==> src/rtl/fpu_int_to_extended.sv <==
// Normalizes an unsigned 64-bit integer (with sign and error flag) into an 80-bit extended real.
// Optional macro FPU_INT_NORM_FAST_SHIFT_EN enables 8-bit skip shifts in the normalizer.
module fpu_int_to_extended #(
    parameter int unsigned EXP_BIAS = 16383
) (
    input  logic        clk,
    input  logic        reset,
    input  logic        enable,
    input  logic [63:0] binary_in,
    input  logic        sign_in,
    input  logic        error_in,
    output logic [79:0] extended_out,
    output logic        done,
    output logic        error
);

    typedef enum logic [1:0] {StIdle, StNormalize, StDone} state_e;

    localparam logic [14:0] ExpTop = 15'(EXP_BIAS + 63);
    localparam logic [79:0] RealIndefinite = 80'hFFFF_C000_0000_0000_0000;

    state_e      state_q, state_d;
    logic [63:0] mant_q, mant_d;
    logic [5:0]  count_q, count_d;
    logic        sign_q, sign_d;
    logic [79:0] ext_q, ext_d;
    logic        done_q, done_d;
    logic        error_q, error_d;
    logic [14:0] exponent;

    assign exponent     = ExpTop - {9'd0, count_q};
    assign extended_out = ext_q;
    assign done         = done_q;
    assign error        = error_q;

    always_ff @(posedge clk) begin
        if (reset) begin
            state_q <= StIdle;
            mant_q  <= '0;
            count_q <= '0;
            sign_q  <= 1'b0;
            ext_q   <= '0;
            done_q  <= 1'b0;
            error_q <= 1'b0;
        end else begin
            state_q <= state_d;
            mant_q  <= mant_d;
            count_q <= count_d;
            sign_q  <= sign_d;
            ext_q   <= ext_d;
            done_q  <= done_d;
            error_q <= error_d;
        end
    end

    always_comb begin
        state_d = state_q;
        mant_d  = mant_q;
        count_d = count_q;
        sign_d  = sign_q;
        ext_d   = ext_q;
        done_d  = done_q;
        error_d = error_q;
        unique case (state_q)
            StIdle: begin
                done_d  = 1'b0;
                error_d = 1'b0;
                if (enable) begin
                    sign_d = sign_in;
                    if (error_in) begin
                        ext_d   = RealIndefinite;
                        error_d = 1'b1;
                        done_d  = 1'b1;
                        state_d = StDone;
                    end else if (binary_in == 64'd0) begin
                        ext_d   = {sign_in, 79'd0};
                        done_d  = 1'b1;
                        state_d = StDone;
                    end else begin
                        mant_d  = binary_in;
                        count_d = 6'd0;
                        state_d = StNormalize;
                    end
                end
            end
            StNormalize: begin
                if (mant_q[63]) begin
                    ext_d   = {sign_q, exponent, mant_q};
                    done_d  = 1'b1;
                    state_d = StDone;
`ifdef FPU_INT_NORM_FAST_SHIFT_EN
                end else if (mant_q[63:56] == 8'd0) begin
                    mant_d  = mant_q << 8;
                    count_d = count_q + 6'd8;
`endif
                end else begin
                    mant_d  = mant_q << 1;
                    count_d = count_q + 6'd1;
                end
            end
            StDone: begin
                // done is registered, so clearing here keeps a dropped-enable pulse to one cycle
                if (!enable) begin
                    done_d  = 1'b0;
                    error_d = 1'b0;
                    state_d = StIdle;
                end
            end
            default: state_d = StIdle;
        endcase
    end

endmodule

==> config.mk <==
export PLATFORM = sky130hd
export DESIGN_NAME = fpu_int_to_extended
export DESIGN_NICKNAME = d
export VERILOG_FILES = /design/src/rtl/fpu_int_to_extended.sv
export SDC_FILE = /design/constraint.sdc
export NUM_CORES = 1
export LEC_CHECK = 0
export ABC_AREA = 1
export ABC_CLOCK_PERIOD_IN_PS = 4600
export CAP_MARGIN = 10
export CORE_UTILIZATION = 57
export CTS_BUF_LIST = sky130_fd_sc_hd__clkbuf_8 sky130_fd_sc_hd__clkbuf_16
export DETAILED_ROUTE_END_ITERATION = 12
export GPL_TIMING_DRIVEN = 0
export PLACE_DENSITY = 0.85
export SYNTH_ARGS = -nofsm -noshare
export SYNTH_HDL_FRONTEND = slang
export SYNTH_SLANG_ARGS = --single-unit
==> constraint.sdc <==
create_clock -name clk -period 4.6 [get_ports clk]
set_input_delay 0.46 -clock clk [delete_from_list [all_inputs] [get_ports clk]]
set_output_delay 0.46 -clock clk [all_outputs]
set_load 0.03 [all_outputs]
==> run metrics <==
Compound-Gate Fraction of Synth Area=0.0706; DIE AREA=0.0142 mm²; count of final setup violators=0; initial antenna violation count=0; PD cells=856 mW/mm²; Antenna Cells=0; Die Span X=119 µm; # H-tree levels=4; via/cell ratio=~5.4; GPL Wtd Cong=0.919; post-synthesis sequential area ratio=0.388; CTS tree=built; synthesized net count=1,355; synth unique cells=28; Synth Register Bits=around 150; total track usage=0.331; CP required=4.97 ns; largest net degree at the start of global routing=17; first-pass GRT wire length=37.5 mm; fin util=0.759; Final Slew Violations=0; Die H=119 µm; Clock transition at path regs=0.06 ns; Clock Skews=0.00536 ns; Setup crit start kind=input port; largest cells by area after synthesis=dfxtp_1, nand2_1, nor2_1; IR drop worst, VDD=0.418 mV; max_slew headroom=0.561; synthesized instance count=1,280; largest family of logic cells by synthesized area=simple AND/OR/NAND/NOR gates; WP data arrival=2.99 ns; Port Buf Inserts=150; Overflow after GRT=0; Yosys top cell area share=0.388; syn avg cell area=6.13 µm²; DP HPWL=approximately 16 mm; Max Cap Viol=0; mapped cell area=0.00785 mm²; Top-Level Pins=151; number of fill cells in the layout=1,068; Leak Pwr=about 4.9 nW; Slew @ Worst Pin=0.658 ns; Adder-Cell Fraction of Synth Area=0.00956; Final nets=1,524; fin crit period=2.63 ns; Worst Hold Class=flip-flop to flip-flop; area leader, netlist=dfxtp_1; initial core utilization=0.588; row count=42; fraction of layout cells with a size suffix above 1=0.0513; final setup TNS=0 ns; vias in the first global route=between 7,000 and 8,000; core area=0.0133 mm²; clk sinks=between 150 and 200; crit-path max FO=10; DR WL/cell=14.4 µm; drt first pass iters=6; status=complete, no violations; final worst slack=1.97 ns; Post-CTS Resized=0; clk_lat worst skew=0.43 ns; Vias=approximately 9,000; maximum root-to-sink buffer count=2; Synth warnings=0; number of DRC violations after detailed routing=0; Clock Tree Root=clkbuf_16; mux share of post-synthesis cell area=0; final period utilization=0.571; Area growth, synth to finish=29.1%; Place WS=between 1.5 and 2 ns; DRT antenna net count=0; total CTS buffers=17; Final Hold Fails=0; Post-CTS Hold Buffers=0; DR iter-0 viols=1,092; area fraction in and, or, nand and nor cells after synthesis=0.404; post-CTS setup buffer count=0; Hold WS=0.463 ns; Synth Area in XOR/XNOR=0.00112; RSZ-0062 raised after global routing=no; crit path kind=input port to flip-flop; final wirelength=23.6 mm; CP Capture Type=flip-flop; Fmax=between 0.3 and 0.4 GHz
logic make-up after synthesis:
family	after synthesis
fa+ha+maj	6
simple gates	773
buf+inv	239
xor+xnor	1
compound gates	109
flops	152
registers in the layout, indices dropped and copies added (netlist names):
| register | flops |
|---|---|
| state_q | 2 |
| sign_q | 1 |
| done | 1 |
| error | 1 |
| count_q | 6 |
| mant_q | 64 |
| extended_out | 77 |
metrics by stage:
step / total power [mW] / instances / instance area [µm²]
6_report: 8.67 / 1637 / 10100
5_1_grt: 9.28 / 1637 / 10100
4_1_cts: 8.58 / 1637 / 10100
3_5_place_dp: 7.22 / 1606 / 9570
3_3_place_gp: 7.11 / 1606 / 9570
2_1_floorplan: 5.69 / 1280 / 7850
Yosys cell counts, drive strengths merged:
cell type  instances
nand4             67
o21a               1
nor2             305
o22ai              1
nand3b             2
clkbuf            37
clkinv             2
nand3             64
a211oi             1
buf               56
dfxtp            152
nor2b              1
xor2               1
a21oi             78
o21ai             26
inv              144
ha                 6
nand2            334
a31oi              2
critical path, stage by stage:
cell	delay [ns]
clkdlybuf4s50_1	0.46
nor2_1	0.15
nand2_1	0.06
nor2_1	0.19
nand2_1	0.12
nor2_1	0.27
nand2_1	0.14
nand3_2	0.25
nand2_4	0.18
inv_2	0.15
buf_6	0.21
buf_6	0.19
nor2_1	0.05
nor2_1	0.08
placed cells by master, fill, tap and decap left out, drive strengths merged, types with 6 or more instances in the layout:
cell type and instances:
a21oi 78, buf 56, clkbuf 62, clkdlybuf4s50 150
dfxtp 152, ha 6, inv 149, nand2 334
nand3 64, nand4 67, nor2 305, o21ai 26
final timing paths:
check,startpoint,to,slack [ns],cells after the start
worst max register to register,state_q[1]$_SDFFE_PP0P_,extended_out[65]$_SDFFE_PP0P_,2.09,12
worst min register to register,extended_out[38]$_SDFFE_PP0P_,extended_out[38]$_SDFFE_PP0P_,0.46,2
worst max-delay path,binary_in[34],extended_out[65]$_SDFFE_PP0P_,1.97,14
worst min-delay path,extended_out[38]$_SDFFE_PP0P_,extended_out[38]$_SDFFE_PP0P_,0.46,2
metal layers:
layer / GRT usage / vias to the layer above / wire length, µm
met5: 0 / - / 0
met4: 0.133 / 0 / 681
met3: 0.0575 / 69 / 2310
met2: 0.535 / 479 / 10800
met1: 0.439 / 3969 / 9800
li1: - / 4298 / -
area by class of cell:
class / instances / area [µm²] / area share
Inverter: 146 / 549 / 0.0542
Clock inverter: 6 / 23.8 / 0.00235
Tap cell: 176 / 220 / 0.0217
Timing Repair Buffer: 150 / 1500 / 0.148
Clock buffer: 25 / 536 / 0.0529
Multi-Input combinational cell: 889 / 3810 / 0.376
Buffer: 93 / 447 / 0.0441
Sequential cell: 152 / 3040 / 0.300
power breakdown:
| part | switching [mW] | internal [mW] |
|---|---|---|
| clock | 0.533 | 0.791 |
| sequential | 0.332 | 1.95 |
| combinational | 3.29 | 1.78 |
| total | 4.15 | 4.52 |
No activity file was read; power rests on OpenSTA's default activity.
